**src/rtl/ysyx_24100027_ifu.sv**
```systemverilog
// Instruction fetch unit: owns the PC, fetches one word at a time over a
// request/response port and hands {inst, pc, fault} to decode with valid/ready.
module ysyx_24100027_ifu #(
    parameter logic [31:0] RESET_PC = 32'h8000_0000,
    parameter logic [31:0] NOP_INST = 32'h0000_0013
) (
    input  logic        clk,
    input  logic        rst,
    output logic        imem_req_valid,
    input  logic        imem_req_ready,
    output logic [31:0] imem_req_addr,
    input  logic        imem_rsp_valid,
    input  logic [31:0] imem_rsp_data,
    input  logic        imem_rsp_err,
    output logic        out_valid,
    input  logic        out_ready,
    output logic [31:0] out_inst,
    output logic [31:0] out_pc,
    output logic        out_fault,
    input  logic        redirect_valid,
    input  logic [31:0] redirect_pc,
    input  logic        halt
);

    typedef enum logic [2:0] {
        BOOT,
        REQ,
        WAIT,
        DRAIN,
        HOLD,
        HALT
    } state_t;

    state_t      state, state_n;
    logic [31:0] pc, pc_n;
    logic        halt_pend, halt_pend_n;
    logic        redir_pend, redir_pend_n;
    logic [31:0] redir_target, redir_target_n;
    logic        out_valid_n;
    logic [31:0] out_inst_n;
    logic [31:0] out_pc_n;
    logic        out_fault_n;

    logic        halt_now;
    logic        go_req;
    logic [31:0] req_target;

    assign halt_now       = halt_pend | halt;
    assign imem_req_valid = (state == REQ);
    assign imem_req_addr  = pc;

    always_comb begin
        // NOTE: every comb output gets a default first so no path leaves it unassigned (no latch).
        state_n        = state;
        pc_n           = pc;
        halt_pend_n    = halt_now;
        redir_pend_n   = redir_pend;
        redir_target_n = redir_target;
        out_valid_n    = out_valid;
        out_inst_n     = out_inst;
        out_pc_n       = out_pc;
        out_fault_n    = out_fault;
        go_req         = 1'b0;
        req_target     = pc;

        unique case (state)
            BOOT: begin
                go_req     = 1'b1;
                req_target = pc;
            end
            REQ: begin
                if (imem_req_ready) begin
                    if (redirect_valid || redir_pend) begin
                        // The issued fetch still completes; its response is dropped in DRAIN.
                        state_n      = DRAIN;
                        pc_n         = redirect_valid ? redirect_pc : redir_target;
                        redir_pend_n = 1'b0;
                    end else begin
                        state_n = WAIT;
                    end
                end else if (redirect_valid) begin
                    redir_pend_n   = 1'b1;
                    redir_target_n = redirect_pc;
                end
            end
            WAIT: begin
                if (redirect_valid) begin
                    pc_n = redirect_pc;
                    if (imem_rsp_valid) begin
                        go_req     = 1'b1;
                        req_target = redirect_pc;
                    end else begin
                        state_n = DRAIN;
                    end
                end else if (imem_rsp_valid) begin
                    out_valid_n = 1'b1;
                    out_inst_n  = imem_rsp_err ? NOP_INST : imem_rsp_data;
                    out_fault_n = imem_rsp_err;
                    out_pc_n    = pc;
                    state_n     = HOLD;
                end
            end
            DRAIN: begin
                if (redirect_valid) begin
                    pc_n = redirect_pc;
                end
                if (imem_rsp_valid) begin
                    go_req     = 1'b1;
                    req_target = redirect_valid ? redirect_pc : pc;
                end
            end
            HOLD: begin
                if (redirect_valid) begin
                    out_valid_n = 1'b0;
                    go_req      = 1'b1;
                    req_target  = redirect_pc;
                end else if (out_ready) begin
                    out_valid_n = 1'b0;
                    go_req      = 1'b1;
                    req_target  = pc + 32'd4;
                end
            end
            HALT: begin
                out_valid_n = 1'b0;
            end
            default: begin
                state_n = BOOT;
            end
        endcase

        // Common exit toward REQ: halt takes precedence, then misaligned-target faulting.
        if (go_req) begin
            pc_n = req_target;
            if (halt_now) begin
                state_n     = HALT;
                out_valid_n = 1'b0;
            end else if (req_target[1:0] != 2'b00) begin
                state_n     = HOLD;
                out_valid_n = 1'b1;
                out_inst_n  = NOP_INST;
                out_fault_n = 1'b1;
                out_pc_n    = req_target;
            end else begin
                state_n = REQ;
            end
        end
    end

    // NOTE: sequential state uses non-blocking assignments so all registers update together.
    always_ff @(posedge clk or posedge rst) begin
        if (rst) begin
            state        <= BOOT;
            pc           <= RESET_PC;
            halt_pend    <= 1'b0;
            redir_pend   <= 1'b0;
            redir_target <= '0;
            out_valid    <= 1'b0;
            out_inst     <= NOP_INST;
            out_pc       <= RESET_PC;
            out_fault    <= 1'b0;
        end else begin
            state        <= state_n;
            pc           <= pc_n;
            halt_pend    <= halt_pend_n;
            redir_pend   <= redir_pend_n;
            redir_target <= redir_target_n;
            out_valid    <= out_valid_n;
            out_inst     <= out_inst_n;
            out_pc       <= out_pc_n;
            out_fault    <= out_fault_n;
        end
    end

endmodule

```
**config.mk**
```make
export PLATFORM = sky130hd
export DESIGN_NAME = ysyx_24100027_ifu
export DESIGN_NICKNAME = d
export VERILOG_FILES = /design/src/rtl/ysyx_24100027_ifu.sv
export SDC_FILE = /design/constraint.sdc
export NUM_CORES = 1
export LEC_CHECK = 0
export BUFFER_PORTS_ARGS = -buffer_cell sky130_fd_sc_hd__buf_2
export CAP_MARGIN = 20
export CORE_UTILIZATION = 30
export DETAILED_ROUTE_END_ITERATION = 6
export MAX_ROUTING_LAYER = met4
export SETUP_SLACK_MARGIN = 0.5
export SYNTH_ARGS = -nofsm -noshare
export SYNTH_HDL_FRONTEND = slang
export SYNTH_SLANG_ARGS = --single-unit
```
**constraint.sdc**
```tcl
create_clock -name clk -period 4.55 [get_ports clk]
set_clock_uncertainty 0.2 [all_clocks]
set_input_delay 0 -clock clk [delete_from_list [all_inputs] [get_ports clk]]
set_output_delay 0 -clock clk [all_outputs]
set_load 0.02 [all_outputs]
```
* Word-level counts from Yosys, hierarchy flattened
Index checks and enable logic that the tools add are counted.
Storage, ports and cells: bits in registers 135, bits of input ports 72, output and inout bits 99, logic and storage cells 90
Cells by class: add/sub/neg operators 1, equal/unequal tests 11, mux-type cells 56, bitwise logic cells 2, reduce and logical (&&, ||, !) cells 11
Operators by type and width (number):
- 32-bit two-way mux | 23
- 32-bit one-hot mux with 3 select lines | 1
- 32-bit one-hot mux with 2 select lines | 1
- 32-bit by 3-bit adder with 32-bit output (second input constant) | 1
- 1-bit two-way mux | 21
- 3-bit two-way mux | 7
- 3-bit one-hot mux with 3 select lines | 1
- 4-bit inequality test (second input constant) | 2
- 3-bit by 2-bit equality test with 1-bit output (second input constant) | 2
- 3-bit equality test (second input constant) | 2
- 3-bit by 1-bit inequality test with 1-bit output (second input constant) | 2
- 3-bit AND reduction | 2
- 2-bit by 1-bit inequality test with 1-bit output (second input constant) | 2
- 1-bit one-hot mux with 4 select lines | 1
- 4-bit AND reduction | 1
- 2-bit nonzero test | 2
- 4-bit OR reduction | 1
- 3-bit by 1-bit equality test with 1-bit output (second input constant) | 1
- 3-bit zero test | 1
- 1-bit one-hot mux with 3 select lines | 1
- 3-bit nonzero test | 1
- 2-bit AND reduction | 1
- 2-bit OR reduction | 1
- 1-bit logical OR | 1
- other kinds (2) | 2

* Longest topological paths before layout
Gate-level depths: netlist of the first run.
word-level depth 8, gate-level depth with buffers 10, depth with buffers taken out 7

* Least setup slack after synthesis of the first run
OpenSTA, ideal clock, no wires.
path type register to register, from reg state[1], to reg redir_target[0], library setup time 0.125 ns, arrival time 2.023 ns, slack 2.202 ns, cell stages (with the launch flop) 8, path buffers 2, clock period less this slack 2.348 ns, cell sequence dfrtp_1 > buf_2 > nand2b_1 > nor2_1 > nand2_1 > nor2_2 > buf_4 > mux2_2
On the way: longest elaborated chain between the ends 2
Ends and longest elaborated chain:
- start: declaration | RTL line 34 | state_t state, state_n;
- start signal: assignment | RTL line 162 | state <= state_n;
- 3-bit by 1-bit equality test with 1-bit output
- net imem_req_valid | RTL line 9 | output logic imem_req_valid,
- 2-bit AND reduction (no source line)
- end signal: assignment | RTL line 166 | redir_target <= redir_target_n;
- end: declaration | RTL line 38 | logic [31:0] redir_target, redir_target_n;
The timed path passes the listed nets, and every way through them passes these cells. A chain may end at the register's enable or synchronous reset.

* Worst setup path after layout of the first run
from reg state[1], to reg out_inst[31]
On the way: longest elaborated chain between the ends 6, elaborated cells on any way between the ends 11, those cells by class 3 x eq/ne; 6 x mux; 2 x reduce/logical
Ends and longest elaborated chain:
- 3-bit equality test or 3-bit by 2-bit equality test with 1-bit output (tied branches) | RTL line 66 | unique case (state)
- 32-bit one-hot mux with 3 select lines | RTL line 66
- 2-bit nonzero test | RTL line 137 | end else if (req_target[1:0] != 2'b00) begin
- 32-bit two-way mux | RTL line 137
- 32-bit two-way mux | RTL line 134 | if (halt_now) begin
- 32-bit two-way mux (*) | RTL line 132 | if (go_req) begin
- net out_inst_n[31] | RTL line 40 | logic [31:0] out_inst_n;
- end signal: assignment | RTL line 168 | out_inst <= out_inst_n;
- end: declaration | RTL line 17 | output logic [31:0] out_inst,
The timed path passes the listed nets; every way through them passes the cells marked *.

==> results.sh, run 1 <==
export IMPL_io_buffers=170
export IMPL_crit_type="register to register"
export IMPL_yosysWarningCount=0
export IMPL_ctsRootBufferMaster="clkbuf_16"
export IMPL_hold_path_class="input pin to register"
export IMPL_finalSetupViolations=0
export IMPL_wl_per_cell_um=18.75
export IMPL_whs_ns=0.09900
export IMPL_syn_nets=977
export IMPL_ys_flop_type="dfrtp_1"
export IMPL_setup_tns_ns=0
export IMPL_gp_congestion=0.8090
export IMPL_leakagePower_nw=4.776
export IMPL_die_h_um=165.6
export IMPL_yosysMostFrequentCell="nand2_1"
export IMPL_vias=7731
export IMPL_status="finished, violations left"
export IMPL_violations="design-rule violations"
export IMPL_area_delta_synth_final_pct=28.38
export IMPL_cp_max_fo=30
export IMPL_worst_pin_slew_ns=1.053
export IMPL_clock_latency_ns=0.43
export IMPL_synthCells=904
export IMPL_critPathLaunchType="register"
export IMPL_grt_max_degree=107
export IMPL_synth_edff_count=0
export IMPL_cts_buffer_depth=2
export IMPL_p_per_area_nw_per_um2=496.6
export IMPL_synth_area_leaders="dfrtp_1 41%, nand2_1 6.8%, mux2_2 6.3%"
export IMPL_synthTopCellsByCount="146 x nand2_1, 130 x dfrtp_1, 74 x nor2_1"
export IMPL_rsz0062_at_grt="false"
export IMPL_yosys_cell_types_count=77
export IMPL_cts_tree="built"
export IMPL_wl_um=27090
export IMPL_worstPathRequired_ns=4.65
export IMPL_die_x_um=165.6
export IMPL_synth_top_cell_area_share_pct=40.50
export IMPL_period_minus_slack_ns=3.228
export IMPL_drt_first_pass_iters=7
export IMPL_first_iter_violations=750
export IMPL_drv_slew=0
export IMPL_drtAntennaViolNets=0
export IMPL_dieArea_um2=27430
export IMPL_drc=42
export IMPL_rows=59
export IMPL_antenna_found_initial=0
export IMPL_grtUsageTotal_pct=20.39
export IMPL_grt_pass1_vias=7272
export IMPL_yosysTopAreaCell="dfrtp_1"
export IMPL_r2r_slack_ns=1.32
export IMPL_vias_per_cell=5.350
export IMPL_relSlewSlack_pct=29.75
export IMPL_avgSynthCellArea_um2=8.884
export IMPL_grt_pass1_wl_um=42350
export IMPL_synth_seq_area_share_pct=42.14
export IMPL_crit_path_end_kind="register"
export IMPL_ir_drop_v=0.0002282
export IMPL_instances_no_fill=1445
export IMPL_ys_seq_elements=135
export IMPL_hold_violations=0
export IMPL_cp_data_arrival_time_ns=3.33
export IMPL_dp_hpwl_um=17530
export IMPL_nNetsFinal=1170
export IMPL_placed_cells=1341
export IMPL_syn_cell_area_um2=8031
export IMPL_async_flop_share_pct=100.0
export IMPL_cts_clk_slew_worst_paths_ns=0.07
export IMPL_cts_sinks=135
export IMPL_cts_resized_gates=0
export IMPL_core_um2=26130
export IMPL_finalCritPeriodShare_pct=70.94
export IMPL_layout_drive_gt1_share_pct=26.13
export IMPL_grt_overflow=0
export IMPL_maxCapViolCount=0
export IMPL_cts_made_buffers=17
export IMPL_htreeDepth=4
export IMPL_start_util_pct=30.73
export IMPL_fmax_mhz=309.8
export IMPL_antennaDiodeCount=0
export IMPL_pin_count=171
cells in the final DEF (no fill, tap or decap), types with 7 or more instances in the layout:
| cell | instances |
|---|---|
| a211oi_1 | 11 |
| a21oi_1 | 59 |
| a22oi_1 | 25 |
| a31oi_1 | 23 |
| and3_1 | 13 |
| buf_2 | 170 |
| buf_4 | 14 |
| clkbuf_16 | 17 |
| dfrtp_1 | 130 |
| dlygate4sd3_1 | 71 |
| mux2_2 | 45 |
| mux2i_1 | 33 |
| nand2_1 | 146 |
| nand2b_1 | 7 |
| nand3_1 | 8 |
| nand4_1 | 8 |
| nor2_1 | 74 |
| nor2b_1 | 7 |
| nor3_1 | 15 |
| nor3b_1 | 33 |
| o21ai_0 | 71 |
| o22ai_1 | 11 |
stage by stage:
step	cell area, um2	utilization [%]	setup slack, ns	total power [W]
6_report	10310	39.46	1.322	0.005120
5_1_grt	10310	39.46	1.167	0.005405
4_1_cts	10270	39.31	1.379	0.005110
3_5_place_dp	9002	34.45	1.389	0.003688
3_3_place_gp	9002	34.45	1.546	0.003658
2_1_floorplan	8031	-	0.7472	0.003042
kinds of logic (layout without fill, tap and decap cells):
| logic type | count (synthesis) | count (layout) | synth area share [%] |
|---|---|---|---|
| muxes | 79 | 79 | 10.56 |
| and+or+nand+nor | 346 | 346 | 21.78 |
| adders and majority gates | 1 | 1 | 0.1558 |
| buffers and inverters | 89 | 295 | 5.577 |
| AOI/OAI and AO/OA | 245 | 245 | 18.80 |
| DFF | 135 | 135 | 42.14 |
| xor gates and xnor gates | 9 | 9 | 0.9814 |
routing by layer:
layer / share of wire [%] / vias up / track usage [%] / wire [um]
met5: 0 / - / - / 0
met4: 1.5 / 0 / 5.526 / 415
met3: 7.2 / 32 / 4.301 / 1948
met2: 46 / 357 / 31.04 / 12350
met1: 46 / 3695 / 27.34 / 12370
li1: - / 3647 / - / -
worst max-delay path, stage by stage, from the launching register on:
cell	delay, ns
dfrtp_1	0.63
and4b_1	0.63
nor2_4	0.16
mux2i_1	0.36
and3_1	0.59
buf_4	0.42
nor2_1	0.11
state kept, by name (all words and copies together) (netlist names):
register       count
imem_req_addr     32
halt_pend          1
out_inst          32
out_fault          1
redir_target      32
out_pc            32
out_valid          1
state              3
redir_pend         1
final timing paths:
path                                 start                end  cells after the start
max                               state[1]       out_inst[31]                      6
min                         redirect_valid   imem_req_addr[8]                      3
max reg2reg                       state[1]       out_inst[31]                      6
min reg2reg                redir_target[3]    redir_target[3]                      1
max in group asynchronous              rst  imem_req_addr[20]                      6
min in group asynchronous              rst        out_inst[6]                      4
what timing repair did:
action	CTS	global route
setup buffers	0	0
hold endpoints to repair	233	14
endpoints found under the setup margin	0	0
hold buffers	70	1
where the power goes:
part | leakage, nW | internal (W) | switching, W
sequential | 1.78 | 0.00144 | 0.000452
combinational | 2.72 | 0.000707 | 0.00115
clock | 0.277 | 0.000764 | 0.000607
total | 4.78 | 0.00291 | 0.00221
layout make-up:
type / count / area, um2
fillers: 2639 / 15820
multi-input cells: 680 / 4212
flip-flops and latches: 135 / 3385
repair buffers: 256 / 1694
clock buffers: 17 / 425.4
well taps: 335 / 419.2
clock inverters: 15 / 145.1
inverters: 7 / 31.28
(Power assumes the default switching activity.)
==> run 2, diff against run 1 <==
Settings changed: ABC_AREA set to 1.
Clock period 4.55 ns to 3.35 ns, I/O delays scaled along.
==> run 2 against run 1 <==
The flow now finishes without violations. Area after synthesis increased by 8.6%. Maximum frequency up 19%. Highest routed layer unchanged. Global-route usage is 0.87 points higher. Routed wire length grew 15%. Largest power group is now combinational logic. First-iteration DRC count is 17% higher. Sequential power increased by 67%. Register-to-register slack worse by 0.68 ns. Via count increased by 22%. Critical path depth grew 8. Clock power is 52% higher. Critical path type unchanged. Hold slack worse by 0.032 ns.
==> results.sh, run 2 <==
export IMPL_drtAntennaViolNets=0
export IMPL_p_per_area_nw_per_um2=947.0
export IMPL_cp_data_arrival_time_ns=2.85
export IMPL_synth_top_family_by_area="simple AND/OR/NAND/NOR gates"
export IMPL_worst_pin_slew_ns=0.8742
export IMPL_synth_simple_area_share_pct=30.66
export IMPL_cpPeakStageDelay_ns=0.42
export IMPL_critical_path_cell_chain="inv_1 -> nand3_2 -> inv_4 -> nand2_1 -> nand2_1 -> a21oi_2 -> inv_2 -> nor2_2 -> inv_2 -> nand2_4 -> clkinv_8 -> buf_4 -> nor2_1 -> a31oi_1"
export IMPL_pin_count=171
export IMPL_cts_clk_slew_worst_paths_ns=0.06
export IMPL_cp_slowest_cell="dfrtp_1"
export IMPL_syn_nets=1350
export IMPL_core_um2=28630
export IMPL_synth_area_leaders="dfrtp_1 37%, nand2_1 16%, o21ai_0 11%"
export IMPL_ff_latch_area_um2=3385
export IMPL_hold_violations=0
export IMPL_synth_edff_count=0
export IMPL_nNetsFinal=1554
export IMPL_rows=62
export IMPL_worstPathRequired_ns=3.49
export IMPL_ctsRootBufferMaster="clkbuf_16"
export IMPL_final_common_cell="nand2_1"
export IMPL_yosys_cell_types_count=43
export IMPL_io_buffers=170
export IMPL_first_iter_violations=881
export IMPL_dieArea_um2=29750
export IMPL_grtUsageTotal_pct=21.25
export IMPL_die_x_um=172.5
export IMPL_cts_tree="built"
export IMPL_vias_per_cell=5.046
export IMPL_area_delta_synth_final_pct=29.27
export IMPL_drt_first_pass_iters=5
export IMPL_cts_buffer_depth=2
export IMPL_synthAdderAreaFrac_pct=0.1435
export IMPL_die_h_um=172.5
export IMPL_wl_um=31110
export IMPL_drc=0
export IMPL_async_flop_share_pct=100.0
export IMPL_wl_per_cell_um=16.58
export IMPL_ys_flop_type="dfrtp_1"
export IMPL_swShare_pct=48.08
export IMPL_cp_num_buf_inv=6
export IMPL_synthTopCellsByCount="379 x nand2_1, 185 x o21ai_0, 130 x dfrtp_1"
export IMPL_final_cell_mix="379 x nand2_1, 185 x o21ai_0, 170 x buf_2"
export IMPL_ys_seq_elements=135
export IMPL_setup_ws_ns=0.6455
export IMPL_layout_drive_gt1_share_pct=18.50
export IMPL_gp_congestion=0.8878
export IMPL_antenna_found_initial=0
export IMPL_synth_compound_area_share_pct=19.90
export IMPL_finalSetupViolations=0
export IMPL_power_share_sequential_pct=29.6
export IMPL_period_minus_slack_ns=2.704
export IMPL_start_util_pct=30.46
export IMPL_grt_pass1_wl_um=47060
export IMPL_dp_hpwl_um=21010
export IMPL_p_sw_w=0.005132
export IMPL_drv_slew=0
export IMPL_ir_drop_v=0.0004518
export IMPL_p_comb_share_pct=50.9
export IMPL_avgSynthCellArea_um2=6.828
export IMPL_relSlewSlack_pct=41.65
export IMPL_critPathLaunchType="register"
export IMPL_clock_latency_ns=0.43
export IMPL_postCtsSetupBuffers=0
export IMPL_setup_tns_ns=0
export IMPL_crit_type="register to register"
export IMPL_nFillCells=3006
export IMPL_cts_sinks=135
export IMPL_synthCells=1277
export IMPL_vias=9466
export IMPL_status="finished clean"
export IMPL_fmax_mhz=369.8
export IMPL_synthMuxAreaShare_pct=0.1148
export IMPL_grt_max_degree=70
export IMPL_cp_top_family="buffers and inverters"
export IMPL_yosysTopAreaCell="dfrtp_1"
export IMPL_leakagePower_nw=5.329
export IMPL_htreeDepth=4
export IMPL_antennaDiodeCount=0
export IMPL_grt_overflow=0
export IMPL_finalCritPeriodShare_pct=80.73
export IMPL_final_util_pct=39.38
export IMPL_rsz0062_at_grt="true"
export IMPL_yosysMostFrequentCell="nand2_1"
export IMPL_cp_max_fo=43
export IMPL_maxCapViolCount=0
export IMPL_syn_cell_area_um2=8720
export IMPL_yosysWarningCount=0
export IMPL_grt_pass1_vias=8720
export IMPL_synth_xor_area_share_pct=0.6027
export IMPL_synth_seq_area_share_pct=38.81
export IMPL_synth_top_cell_area_share_pct=37.31
export IMPL_cts_made_buffers=17
export IMPL_place_ws_ns=0.3427
export IMPL_clockPowerShare_pct=19.5
export IMPL_multi_input_area_um2=4489
export IMPL_p_int_w=0.005542
export IMPL_crit_path_end_kind="register"
export IMPL_hold_path_class="input pin to register"
-- run 2: cell count changes after synthesis, moves of 14 or more --
cell / change
mux2_2: -45
inv_1: +104
clkbuf_1: +19
nor3b_1: -33
a21oi_1: -28
o21ai_0: +114
nand2_1: +233
nand3_1: +88
mux2i_1: -32
o211ai_1: +14
-- run 2: cells by family after synthesis --
kind of cell             count (synthesis)
adder cells (fa/ha/maj)                  1
multiplexers                             1
flip-flops                             135
AND/OR/NAND/NOR                        621
AO/OA/AOI/OAI                          309
buffers and inverters                  204
XOR/XNOR                                 6
-- run 2: what timing repair did --
item | in CTS | in global routing
resized for setup | 2 | 3
hold endpoints to repair | 170 | 4
pin swaps | 0 | 0
hold buffers | 72 | 1
setup endpoints to repair | 20 | 24
-- run 2: layout make-up --
| class | count | share of cell area (%) |
|---|---|---|
| Clock inverter | 12 | 1.798 |
| Inverter | 123 | 4.262 |
| Clock buffer | 18 | 3.896 |
| Tap cell | 384 | 4.262 |
| Multi-Input combinational cell | 938 | 39.83 |
| Sequential cell | 135 | 30.03 |
| Timing Repair Buffer | 266 | 15.93 |
-- run 2: worst paths after layout --
kind,start,endpoint,slack (ns),cells past startpoint
worst max-delay path,state[0],out_pc[6],0.65,14
worst max register to register,state[0],out_pc[6],0.65,14
worst min-delay path,out_ready,out_pc[4],0.07,7
min in group asynchronous,rst,out_pc[10],0.37,4
worst min register to register,out_inst[4],out_inst[4],0.29,2
max in group asynchronous,rst,imem_req_addr[31],1.68,6
-- run 2: worst min-delay path: stages --
cell	delay, ns
buf_2	0.18
nand2_1	0.11
o31ai_1	0.07
nand2_1	0.05
o211ai_1	0.08
nand2_1	0.10
o22ai_1	0.06
-- run 2: metrics by stage --
step	hold slack, ns	area (um2)	total power (W)	instances
3_3_place_gp	0.02444	9863	0.008395	1772
4_1_cts	0.04488	11230	0.01065	1874
3_5_place_dp	0.03947	9863	0.008458	1772
5_1_grt	0.1351	11270	0.01146	1876
2_1_floorplan	-0.1143	8723	0.006688	1277
6_report	0.06729	11270	0.01067	1876
-- run 2: power by group through the flow --
| stage | Sequential [W] | Clock, W | Combinational [W] |
|---|---|---|---|
| after floorplan | 0.00359 | 0 | 0.00309 |
| after global placement | 0.00316 | 0 | 0.00524 |
| after detailed placement | 0.00317 | 0 | 0.00529 |
| after CTS | 0.00315 | 0.00211 | 0.00539 |
| after global routing | 0.00324 | 0.00217 | 0.00605 |
| final | 0.00316 | 0.00208 | 0.00544 |
-- run 2: layer usage --
metal | wire length, um | vias up | track usage, %
met5 | 0 | - | -
met4 | 886 | 0 | 8.542
met3 | 1910 | 57 | 3.662
met2 | 14770 | 360 | 34.54
met1 | 13540 | 4409 | 26.13
li1 | - | 4640 | -
==> run 3, diff against run 2 <==
Clock period 3.35 ns to 2.5 ns, I/O delays scaled along.
==> run 3 against run 2 <==
Clock-buffer cell count down 1. Clock power up 32%. Combinational power up 91%. Non-clock buffer count up 111. Final area up 17%. Via count up 12%. Routed wire length up 21%. Maximum frequency up 23%. Core utilization up 6.7 points. Sequential power up 30%. Sequential cell count unchanged. Critical path type unchanged. Largest cell class unchanged.
==> results.sh, run 3 (same netlist as run 2, synthesis figures left out) <==
export IMPL_worst_pin_slew_ns=0.8874
export IMPL_io_buffers=170
export IMPL_clock_latency_ns=0.44
export IMPL_final_area_um2=13200
export IMPL_maxCapViolCount=0
export IMPL_drc=0
export IMPL_grt_pass1_vias=9209
export IMPL_nFillCells=2712
export IMPL_cts_buffer_depth=2
export IMPL_grt_max_degree=61
export IMPL_die_h_um=172.5
export IMPL_grtUsageTotal_pct=23.98
export IMPL_drt_first_pass_iters=5
export IMPL_htreeDepth=4
export IMPL_critical_path_cell_chain="buf_12 -> nand2_8 -> nor2_4 -> nand2_1 -> nand2_1 -> a21oi_2 -> inv_2 -> nor2_2 -> inv_2 -> nand2_8 -> inv_8 -> clkbuf_16 -> o21ai_2 -> inv_1"
export IMPL_drv_slew=0
export IMPL_grt_pass1_wl_um=52290
export IMPL_finalSetupViolations=0
export IMPL_antennaDiodeCount=0
export IMPL_placed_cells=1803
export IMPL_rows=62
export IMPL_instances_no_fill=1992
export IMPL_period_minus_slack_ns=2.200
export IMPL_wl_um=37570
export IMPL_met3_length_um=3183
export IMPL_worstPathRequired_ns=2.62
export IMPL_pin_count=171
export IMPL_cp_top_family="buffers and inverters"
export IMPL_antenna_found_initial=0
export IMPL_area_delta_synth_final_pct=51.39
export IMPL_first_iter_violations=970
export IMPL_dieArea_um2=29750
export IMPL_wl_met2_um=17170
export IMPL_layout_drive_gt1_share_pct=31.65
export IMPL_p_per_area_nw_per_um2=1305
export IMPL_hold_path_class="input pin to async pin"
export IMPL_swShare_pct=48.71
export IMPL_topRoutingLayerUsed="met4"
export IMPL_cts_tree="built"
export IMPL_ctsRootBufferMaster="clkbuf_16"
export IMPL_rsz0062_at_grt="true"
export IMPL_start_util_pct=30.46
export IMPL_power_share_sequential_pct=23.8
export IMPL_setup_tns_ns=0
export IMPL_clockPowerShare_pct=15.9
export IMPL_dp_hpwl_um=22860
export IMPL_crit_path_end_kind="register"
export IMPL_grt_overflow=0
export IMPL_leakagePower_nw=6.185
export IMPL_p_comb_share_pct=60.2
export IMPL_gp_congestion=0.9280
export IMPL_placed_area_um2=10190
export IMPL_crit_type="register to register"
export IMPL_final_common_cell="nand2_1"
export IMPL_wl_per_cell_um=18.86
export IMPL_vias=10560
export IMPL_cpPeakStageDelay_ns=0.48
export IMPL_final_cell_mix="361 x nand2_1, 170 x buf_2, 152 x o21ai_0"
export IMPL_critPathLaunchType="register"
export IMPL_cts_made_buffers=17
export IMPL_drtAntennaViolNets=0
export IMPL_core_um2=28630
export IMPL_relSlewSlack_pct=40.77
export IMPL_cts_clk_slew_worst_paths_ns=0.07
export IMPL_cp_slowest_cell="dfrtp_2"
export IMPL_fmax_mhz=454.6
export IMPL_die_x_um=172.5
export IMPL_cp_num_buf_inv=6
export IMPL_finalCritPeriodShare_pct=87.99
export IMPL_hold_violations=0
export IMPL_status="finished clean"
export IMPL_nNetsFinal=1668
export IMPL_drt_met1_wl_um=15800
export IMPL_whs_ns=0.05104
export IMPL_r2r_slack_ns=0.30
export IMPL_ir_drop_v=0.0005361
export IMPL_final_util_pct=46.11
export IMPL_cp_max_fo=5
export IMPL_cts_sinks=135
export IMPL_vias_per_cell=5.300
export IMPL_p_sw_w=0.008392
export IMPL_p_int_w=0.008835
export IMPL_cp_data_arrival_time_ns=2.32
-- run 3: area by class of cell --
cell class / count / area [um2] / area share [%]
multi-input combinational: 939 / 5069 / 38.40
sequential: 135 / 3401 / 25.76
timing repair buffer: 377 / 3092 / 23.42
inverter: 123 / 513.0 / 3.886
tap: 384 / 480.5 / 3.640
clock buffer: 17 / 425.4 / 3.223
clock inverter: 15 / 200.2 / 1.517
timing repair inverter: 2 / 20.02 / 0.1517
-- run 3: routing by layer --
layer  global-route usage (%)  vias up
met3                    4.051      103
met5                        -        -
met1                    31.83     5007
li1                         -     4871
met4                    9.850        0
met2                    36.06      576
-- run 3: power by group through the flow --
stage          clock network (W)  logic [W]  registers [W]
2_1_floorplan                  0    0.00416        0.00482
3_3_place_gp                   0    0.00769        0.00408
3_5_place_dp                   0    0.00770        0.00410
4_1_cts                  0.00279    0.00859        0.00403
5_1_grt                  0.00286     0.0111        0.00419
6_report                 0.00275     0.0104        0.00410
-- run 3: what timing repair did --
| item | in CTS | in global routing |
|---|---|---|
| setup buffers | 31 | 35 |
| gates cloned | 1 | 16 |
| pin swaps | 22 | 47 |
| hold buffers | 74 | 0 |
| setup endpoints to repair | 131 | 130 |
| resized for setup | 63 | 164 |
| endpoints found under the hold margin | 159 | 0 |
-- run 3: worst paths after layout --
kind,start,to,depth (start not counted)
worst max-delay path,state[1],out_pc[10],14
worst min-delay path,rst,out_pc[13],3
worst max register to register,state[1],out_pc[10],14
worst min register to register,redir_target[4],redir_target[4],2
max in group asynchronous,rst,out_pc[31],4
min in group clk,redirect_valid,redir_target[6],4
-- run 3: worst min-delay path, delay by kind of cell --
| family | cells | cell delay, ns |
|---|---|---|
| buf+inv | 3 | 1.18 |
-- run 3: metrics by stage --
step                total power, W  setup WS, ns
floorplan                 0.008983        0.4802
global placement           0.01177        0.1720
detailed placement         0.01181        0.1478
CTS                        0.01541        0.4005
global route               0.01821        0.2553
finish                     0.01723        0.3002
